===== config.mk =====
export PLATFORM = sky130hd
export DESIGN_NAME = stdp_synapse_array
export DESIGN_NICKNAME = d
export VERILOG_FILES = /design/src/rtl/snn_pkg.sv /design/src/rtl/stdp_spike_timer.sv /design/src/rtl/stdp_synapse_array.sv
export SDC_FILE = /design/constraint.sdc
export NUM_CORES = 1
export LEC_CHECK = 0
export ABC_AREA = 1
export CAP_MARGIN = 10
export CELL_PAD_IN_SITES_DETAIL_PLACEMENT = 2
export CELL_PAD_IN_SITES_GLOBAL_PLACEMENT = 2
export CORE_UTILIZATION = 30
export DETAILED_ROUTE_END_ITERATION = 10
export PLACE_DENSITY_LB_ADDON = 0.1
export SETUP_SLACK_MARGIN = 0.2
export SLEW_MARGIN = 30
export SYNTH_ARGS = -nofsm -noshare
export SYNTH_HDL_FRONTEND = slang
export SYNTH_SLANG_ARGS = --single-unit
export TNS_END_PERCENT = 10

===== constraint.sdc =====
create_clock -name clk -period 9.4 [get_ports clk]
set_input_delay 1.88 -clock clk [delete_from_list [all_inputs] [get_ports clk]]
set_output_delay 1.88 -clock clk [all_outputs]
set_load 0.02 [all_outputs]

===== src/rtl/snn_pkg.sv =====
// Shared constants and types for the spiking-network datapath (LIF and STDP blocks).
package snn_pkg;

   localparam int W_WIDTH = 8;
   localparam int T_WIDTH = 4;
   localparam int T_WIN   = 15;

   typedef logic [W_WIDTH-1:0] weight_t;
   typedef logic [T_WIDTH-1:0] stdp_time_t;

   localparam weight_t    W_INIT    = weight_t'(64);
   localparam weight_t    W_MAX     = weight_t'(255);
   localparam weight_t    W_MIN     = weight_t'(0);
   localparam stdp_time_t T_WIN_VAL = stdp_time_t'(T_WIN);

endpackage


===== src/rtl/stdp_spike_timer.sv =====
// Saturating cycles-since-spike timer. It reads T_WIN after reset, which means
// "no recent spike". A spike reloads it to 1 on the following edge.
module stdp_spike_timer
   import snn_pkg::*;
(
   input  logic               clk,
   input  logic               rst,
   input  logic               spike,
   output logic [T_WIDTH-1:0] t
);

   // Reload on a spike, otherwise count up and stop at the window edge.
   always_ff @(posedge clk or posedge rst) begin
      if (rst) begin
         t <= T_WIN_VAL;
      end else if (spike) begin
         t <= stdp_time_t'(1);
      end else if (t < T_WIN_VAL) begin
         t <= t + stdp_time_t'(1);
      end
   end

endmodule


===== src/rtl/stdp_synapse_array.sv =====
// Plastic synapse stage. It holds one weight per presynaptic input and produces a
// saturated weighted current for the post neuron. Each weight is updated by
// pair-based STDP, using per-synapse pre timers and a shared post timer.
module stdp_synapse_array
   import snn_pkg::*;
#(
   parameter int N_SYN     = 5,
   parameter int LTP_SHIFT = 0,
   parameter int LTD_SHIFT = 1
) (
   input  logic               clk,
   input  logic               rst,
   input  logic [N_SYN-1:0]   pre_spike,
   input  logic               post_spike,
   input  logic               learn_en,
   output logic [W_WIDTH-1:0] syn_current,
   output logic               w_update,
   input  logic [2:0]         w_sel,
   output logic [W_WIDTH-1:0] w_rd
);

   logic [W_WIDTH-1:0] weight [N_SYN];
   logic [W_WIDTH-1:0] w_next [N_SYN];
   logic [T_WIDTH-1:0] pre_t  [N_SYN];
   logic [T_WIDTH-1:0] post_t;
   logic [W_WIDTH:0]   ltp_d  [N_SYN];
   logic [W_WIDTH:0]   ltp_sum[N_SYN];
   logic [W_WIDTH:0]   ltd_d  [N_SYN];
   logic [W_WIDTH+2:0] acc;
   logic               any_change;

   for (genvar g = 0; g < N_SYN; g++) begin : g_pre_timer
      stdp_spike_timer u_pre_timer (
         .clk   (clk),
         .rst   (rst),
         .spike (pre_spike[g]),
         .t     (pre_t[g])
      );
   end

   stdp_spike_timer u_post_timer (
      .clk   (clk),
      .rst   (rst),
      .spike (post_spike),
      .t     (post_t)
   );

   // Next weight per synapse. The timers still hold their pre-edge values here,
   // so dt is measured before any reload on this edge.
   always_comb begin
      any_change = 1'b0;
      for (int i = 0; i < N_SYN; i++) begin
         w_next[i]  = weight[i];
         ltp_d[i]   = (W_WIDTH+1)'((T_WIN_VAL - pre_t[i]) >> LTP_SHIFT);
         ltd_d[i]   = (W_WIDTH+1)'((T_WIN_VAL - post_t) >> LTD_SHIFT);
         ltp_sum[i] = {1'b0, weight[i]} + ltp_d[i];
         if (learn_en) begin
            if (post_spike && !pre_spike[i] && (pre_t[i] < T_WIN_VAL)) begin
               if (ltp_sum[i] > {1'b0, W_MAX}) w_next[i] = W_MAX;
               else                            w_next[i] = ltp_sum[i][W_WIDTH-1:0];
            end else if (pre_spike[i] && !post_spike && (post_t < T_WIN_VAL)) begin
               if ({1'b0, weight[i]} >= ({1'b0, W_MIN} + ltd_d[i]))
                  w_next[i] = weight[i] - ltd_d[i][W_WIDTH-1:0];
               else
                  w_next[i] = W_MIN;
            end
         end
         if (w_next[i] != weight[i]) any_change = 1'b1;
      end
   end

   // Weighted sum of the spiking inputs. The accumulator has 3 spare bits so that
   // the sum cannot wrap before saturation is applied.
   always_comb begin
      acc = '0;
      for (int i = 0; i < N_SYN; i++) begin
         if (pre_spike[i]) acc = acc + {3'b000, weight[i]};
      end
   end

   // Weight storage and the change pulse. All synapses commit on the same edge.
   always_ff @(posedge clk or posedge rst) begin
      if (rst) begin
         for (int i = 0; i < N_SYN; i++) weight[i] <= W_INIT;
         w_update <= 1'b0;
      end else begin
         for (int i = 0; i < N_SYN; i++) weight[i] <= w_next[i];
         w_update <= any_change;
      end
   end

   // Registered, saturated current toward the post neuron.
   always_ff @(posedge clk or posedge rst) begin
      if (rst) begin
         syn_current <= '0;
      end else if (acc > (W_WIDTH+3)'({W_WIDTH{1'b1}})) begin
         syn_current <= {W_WIDTH{1'b1}};
      end else begin
         syn_current <= acc[W_WIDTH-1:0];
      end
   end

   // Debug readout. Out-of-range selects read as zero.
   always_comb begin
      w_rd = '0;
      for (int i = 0; i < N_SYN; i++) begin
         if (w_sel == 3'(i)) w_rd = weight[i];
      end
   end

endmodule


==> impl_metrics.json, run 1 <==
{
  "synthDistinctLibCells": 42,
  "die_y_microns": 175,
  "holdCritPathClass": "reg -> reg",
  "fin_util_pct": 34.3,
  "htree_levels": 3,
  "port-buffer-count": 28,
  "start_util_pct": 30.8,
  "num_antenna_cells": 0,
  "finalCritPeriodShare_pct": 82.1,
  "drive_above_1_share_pct": 6.09,
  "worstPathArrival_ns": 7.94,
  "vias": 9597,
  "postRouteWirelength_mm": 34.2,
  "reg2reg_from": "weight[32]$_DFF_PP0_",
  "stdcell_count": 1829,
  "ys_seq_area_share_pct": 20.8,
  "maxSlewHeadroom_pct": 40.8,
  "r2r-end": "syn_current[1]$_DFF_PP0_",
  "endpoint": "syn_current[1]$_DFF_PP0_",
  "synth_seq_cells": 73,
  "track_usage_pct": 23.2,
  "syn_nets": 1531,
  "cp_max_fo": 12,
  "cts_made_buffers": 9,
  "worst-setup-path-type": "in -> reg",
  "cpPeakStageDelay_ns": 0.83,
  "rsz0062_at_grt": "false",
  "io_pins": 29,
  "dpl.hpwl_mm": 27.4,
  "leakage_nw": 5.07,
  "ff_latch_area_sq_mm": 0.00186,
  "min_period_ns": 7.72,
  "syn_area_sq_mm": 0.00895,
  "p_per_area_mw_per_mm2": 290,
  "drtIter0Drc": 407,
  "insertion_delay_ns": 0.36,
  "skew_ns": 0.0105,
  "synth_top_area_share_pct": 17.3,
  "multi_input_area_sq_mm": 0.00621,
  "dpl.cell_count": 1813,
  "cp-startpoint": "pre_spike[0]",
  "drc": 0,
  "clock_path_buffers": 2,
  "cp-start-kind": "input port",
  "overflow": 0,
  "yosysMostFrequentCell": "nand2_1",
  "wl_per_cell_microns": 18.7,
  "synth_edf_count": 0,
  "clkTransAtPathRegs_ns": 0.07,
  "max_cap_violations": 0,
  "vias_per_cell": 5.25,
  "grt_pass1_vias": 10300,
  "synth_flop_cell": "dfrtp_1",
  "dieArea_sq_mm": 0.0305,
  "clockRootBuffer": "clkbuf_16",
  "critPathMostFrequentCell": "nand3_1",
  "worstMarginPinSlew_ns": 0.881,
  "endpoint_kind": "flip-flop",
  "postCtsHoldBufs": 0,
  "detail-route-antenna-nets": 0,
  "fillers": 3616,
  "cts_tree": "built",
  "grt_max_degree": 60,
  "firstDrtPassIters": 5,
  "cts-resized-gates": 0,
  "timing.hold.ws_ns": 0.531,
  "ys_top_cells_by_count": "413 x nand2_1, 185 x inv_1, 162 x nand3_1, 113 x nor2_1, 83 x o21ai_0",
  "required_ns": 9.62,
  "syn_area_per_cell_sq_um": 6.25,
  "reg2reg_depth": 26,
  "critPathSlowestCell": "clkdlybuf4s50_1",
  "ys_warn_count": 0,
  "hold_viol_final": 0,
  "gp_congestion": 0.818,
  "setup_viol": 0,
  "setup_tns_ns": 0,
  "ir_drop_mv": 0.0852,
  "status": "finished clean",
  "r2r_setup_slack_ns": 3.59,
  "report.final.slew_viol_count": 0,
  "clkSinkCount": 73,
  "synth_top_area_cell": "nand2_1",
  "area_delta_synth_final_pct": 11.0,
  "fmax_mhz": 130,
  "antenna_found_initial": 1,
  "synthTopCellsByArea": "nand2_1 17%, dfrtp_1 12%, ha_1 10%",
  "core_sq_mm": 0.0290,
  "nNetsFinal": 1539,
  "async_reset_ff_share_pct": 100,
  "post_cts_buffers": 0,
  "die_x_microns": 175,
  "grt_pass1_wl_mm": 55.8,
  "power_mw": 2.88,
  "synthCells": 1432,
  "num_rows": 62
}
-- per-layer routing --
layer  share of wire [%]  track usage, %  vias up
li1                    -               -     4714
met1                  50            31.9     4766
met2                  46            39.3       88
met3                 2.1            1.85       27
met4                 1.3            5.33        2
met5               0.056               0        -
-- through the flow --
stage	area (sq um)	worst slack (ns)
after floorplan	8950	2.76
after global placement	9590	1.61
after detailed placement	9590	1.36
after CTS	9930	1.73
after global routing	9940	1.13
final	9940	1.68
-- layout make-up --
type	count	area share (%)
multi-input cells	1131	62.5
flip-flops and latches	73	18.7
inverters	193	7.30
well taps	384	4.83
repair buffers	32	3.10
clock buffers	11	2.44
clock inverters	5	1.04
-- worst min-delay path by stage --
stage                                                           start                                          end  slack, ns  depth (start not counted)
final                     g_pre_timer[1].u_pre_timer.t[2]$_DFFE_PP1P_  g_pre_timer[1].u_pre_timer.t[3]$_DFFE_PP1P_       0.53                          2
after global routing      g_pre_timer[4].u_pre_timer.t[0]$_DFFE_PP1P_  g_pre_timer[4].u_pre_timer.t[3]$_DFFE_PP1P_       0.57                          2
after CTS                 g_pre_timer[1].u_pre_timer.t[2]$_DFFE_PP1P_  g_pre_timer[1].u_pre_timer.t[3]$_DFFE_PP1P_       0.53                          2
after detailed placement  g_pre_timer[3].u_pre_timer.t[0]$_DFFE_PP1P_  g_pre_timer[3].u_pre_timer.t[3]$_DFFE_PP1P_       0.53                          2
after global placement    g_pre_timer[3].u_pre_timer.t[0]$_DFFE_PP1P_  g_pre_timer[3].u_pre_timer.t[3]$_DFFE_PP1P_       0.52                          2
after floorplan           g_pre_timer[1].u_pre_timer.t[3]$_DFFE_PP1P_  g_pre_timer[1].u_pre_timer.t[2]$_DFFE_PP1P_       0.48                          2
-- sequential cells by signal (all words and copies together), names as in the netlist --
name,count
g_pre_timer.u_pre_timer.t,20
syn_current,8
u_post_timer.t,4
w_update,1
weight,40
-- layout by cell type, fill, tap and decap left out, types with 9 or more instances in the layout --
| cell type | n |
|---|---|
| a21oi_1 | 81 |
| clkbuf_16 | 9 |
| clkdlybuf4s50_1 | 27 |
| dfrtp_1 | 44 |
| dfstp_2 | 29 |
| fa_1 | 14 |
| ha_1 | 73 |
| inv_1 | 184 |
| nand2_1 | 413 |
| nand3_1 | 162 |
| nand3b_1 | 9 |
| nand4_1 | 48 |
| nor2_1 | 113 |
| nor3_1 | 14 |
| o21ai_0 | 83 |
| o21ai_1 | 12 |
| o22ai_1 | 11 |
| xnor2_1 | 9 |
| xor2_1 | 38 |
-- critical path: cells and delay by family --
| kind | cells | cell delay (ns) |
|---|---|---|
| AO/OA/AOI/OAI | 8 | 1.69 |
| adder cells (fa/ha/maj) | 5 | 1.78 |
| buffers and inverters | 4 | 1.10 |
| AND/OR/NAND/NOR | 10 | 1.49 |
-- cell families after synthesis --
logic type      Yosys count  share of synthesized area (%)
compound gates          211                           12.6
xor+xnor                 48                           4.78
fa+ha+maj                87                           13.3
buf+inv                 228                           9.80
flops                    73                           20.8
mux                       1                          0.112
simple gates            784                           38.5
-- where the power goes --
part	switching [mW]	internal, mW	total, mW
Combinational	1.18	0.689	1.87
Sequential	0.188	0.404	0.592
Clock	0.157	0.267	0.425
(Power assumes the default switching activity.)
==> inputs of run 2 (changes only) <==
clock period = 7 ns   (was 9.4 ns; I/O delays follow)
==> impl_metrics.json, run 2 (synthesized netlist as in run 1, its figures left out) <==
{
  "status": "finished clean",
  "dieArea_sq_mm": 0.0305,
  "power_mw": 4.01,
  "finalCritPeriodShare_pct": 91.8,
  "overflow": 0,
  "critPathMostFrequentCell": "nand2_1",
  "grt_pass1_wl_mm": 56.3,
  "dpl.hpwl_mm": 27.7,
  "dr_wl_met3_microns": 775,
  "whs_path_depth": 2,
  "postCtsHoldBufs": 0,
  "fmax_mhz": 156,
  "worstMarginPinSlew_ns": 0.874,
  "leakage_nw": 5.12,
  "timing.hold.ws_ns": 0.542,
  "grt_max_degree": 92,
  "hold_viol_final": 0,
  "cts_made_buffers": 9,
  "cpPeakStageDelay_ns": 0.47,
  "clkSinkCount": 73,
  "fillers": 3647,
  "critPathSlowestCell": "clkdlybuf4s50_1",
  "reg2reg_from": "weight[33]$_DFF_PP0_",
  "p_per_area_mw_per_mm2": 396,
  "nNetsFinal": 1550,
  "ir_drop_mv": 0.139,
  "highest_layer": "met4",
  "firstDrtPassIters": 4,
  "die_x_microns": 175,
  "min_period_ns": 6.42,
  "area_delta_synth_final_pct": 13.2,
  "die_y_microns": 175,
  "drive_above_1_share_pct": 8.04,
  "reg2reg_depth": 32,
  "r2r-end": "syn_current[0]$_DFF_PP0_",
  "holdCritPathClass": "reg -> reg",
  "io_pins": 29,
  "wl_per_cell_microns": 19.0,
  "port-buffer-count": 28,
  "required_ns": 7.23,
  "final_common_cell": "nand2_1",
  "rsz0062_at_grt": "false",
  "drtIter0Drc": 275,
  "mostFrequentLayoutCells": "412 x nand2_1, 184 x inv_1, 161 x nand3_1",
  "skew_ns": 0.0156,
  "vias": 9673,
  "ff_latch_area_sq_mm": 0.00186,
  "gp_congestion": 0.830,
  "clockRootBuffer": "clkbuf_16",
  "start_util_pct": 30.8,
  "worstPathArrival_ns": 6.65,
  "setup_viol": 0,
  "num_antenna_cells": 0,
  "clock_path_buffers": 2,
  "max_cap_violations": 0,
  "worst-setup-path-type": "in -> reg",
  "maxSlewHeadroom_pct": 41.7,
  "htree_levels": 3,
  "largest_register_ffs": 40,
  "worstHoldEndpoint": "g_pre_timer[1].u_pre_timer.t[2]$_DFFE_PP1P_",
  "grt_pass1_vias": 10500,
  "r2r_setup_slack_ns": 1.68,
  "top_regs": "weight: 40 flops, g_pre_timer.u_pre_timer.t: 20 flops, syn_current: 8 flops",
  "postRouteWirelength_mm": 34.9,
  "drc": 0,
  "track_usage_pct": 23.6,
  "cp_max_fo": 11,
  "cp-start-kind": "input port",
  "wl_met1_mm": 17.2,
  "hold_start": "g_pre_timer[1].u_pre_timer.t[3]$_DFFE_PP1P_",
  "core_sq_mm": 0.0290,
  "antenna_found_initial": 0,
  "insertion_delay_ns": 0.37,
  "vias_per_cell": 5.26,
  "route.met2.wl_mm": 16.3,
  "clkTransAtPathRegs_ns": 0.06,
  "cts_tree": "built",
  "detail-route-antenna-nets": 0,
  "post_cts_buffers": 0,
  "fin_util_pct": 34.9,
  "largest-register": "weight",
  "endpoint_kind": "flip-flop",
  "multi_input_area_sq_mm": 0.00633,
  "cp-startpoint": "pre_spike[0]",
  "report.final.slew_viol_count": 0,
  "num_rows": 62
}
-- run 2: cell count changes in the layout (fill, tap and decap cells not counted), sizes merged --
cell | previous run | this run
clkinv | 3 | 1
clkbuf | 11 | 12
clkinvlp | 0 | 2
buf | 5 | 16
bufinv | 3 | 2
-- run 2: worst max-delay path by stage --
| stage | end | slack [ns] | depth (start not counted) |
|---|---|---|---|
| 2_1_floorplan | syn_current[0]$_DFF_PP0_ | 0.84 | 31 |
| 3_3_place_gp | syn_current[6]$_DFF_PP0_ | 0.07 | 33 |
| 3_5_place_dp | syn_current[0]$_DFF_PP0_ | -0.1 | 33 |
| 4_1_cts | syn_current[0]$_DFF_PP0_ | 0.26 | 33 |
| 5_1_grt | syn_current[6]$_DFF_PP0_ | 0.10 | 34 |
| 6_report | syn_current[0]$_DFF_PP0_ | 0.58 | 34 |
-- run 2: report_power, final --
part / internal (mW) / switching [mW]
logic: 1.03 / 1.62
clock network: 0.332 / 0.216
registers: 0.542 / 0.267
-- run 2: timing repair --
item / CTS / global route
resized for setup: 0 / 29
endpoints found under the setup margin: 0 / 8
endpoints found under the hold margin: 0 / 0
-- run 2: final cells by class --
type,count,area share (%)
inverters,193,7.16
clock buffers,12,2.53
flip-flops and latches,73,18.4
repair buffers,43,3.93
clock inverters,4,0.741
multi-input cells,1131,62.5
well taps,384,4.74
-- run 2: stage by stage --
| step | cells | worst slack (ns) | cell area (sq um) | setup TNS (ns) |
|---|---|---|---|---|
| after floorplan | 1432 | 0.839 | 8950 | 0 |
| after detailed placement | 1824 | -0.0967 | 9670 | -0.688 |
| after CTS | 1840 | 0.262 | 10000 | 0 |
| final | 1840 | 0.576 | 10100 | 0 |
| after global routing | 1840 | 0.102 | 10100 | 0 |
| after global placement | 1824 | 0.0741 | 9670 | 0 |
-- run 2: routing by layer --
layer | GRT usage, % | vias to the layer above
li1 | - | 4732
met1 | 31.8 | 4836
met2 | 40.0 | 78
met3 | 2.31 | 27
met4 | 6.78 | 0
met5 | 0 | -
-- run 2: critical path, delay by kind of cell --
family / cells / cell delay [ns]
compound gates: 6 / 0.81
xor+xnor: 2 / 0.32
simple gates: 18 / 2.00
fa+ha+maj: 4 / 1.33
buf+inv: 4 / 0.78
==> inputs of run 3 (changes only) <==
CTS_CLUSTER_DIAMETER = 120   (was not set)
==> results of run 3 <==
No change in the layout: final DEF, timing and power equal those of run 2.
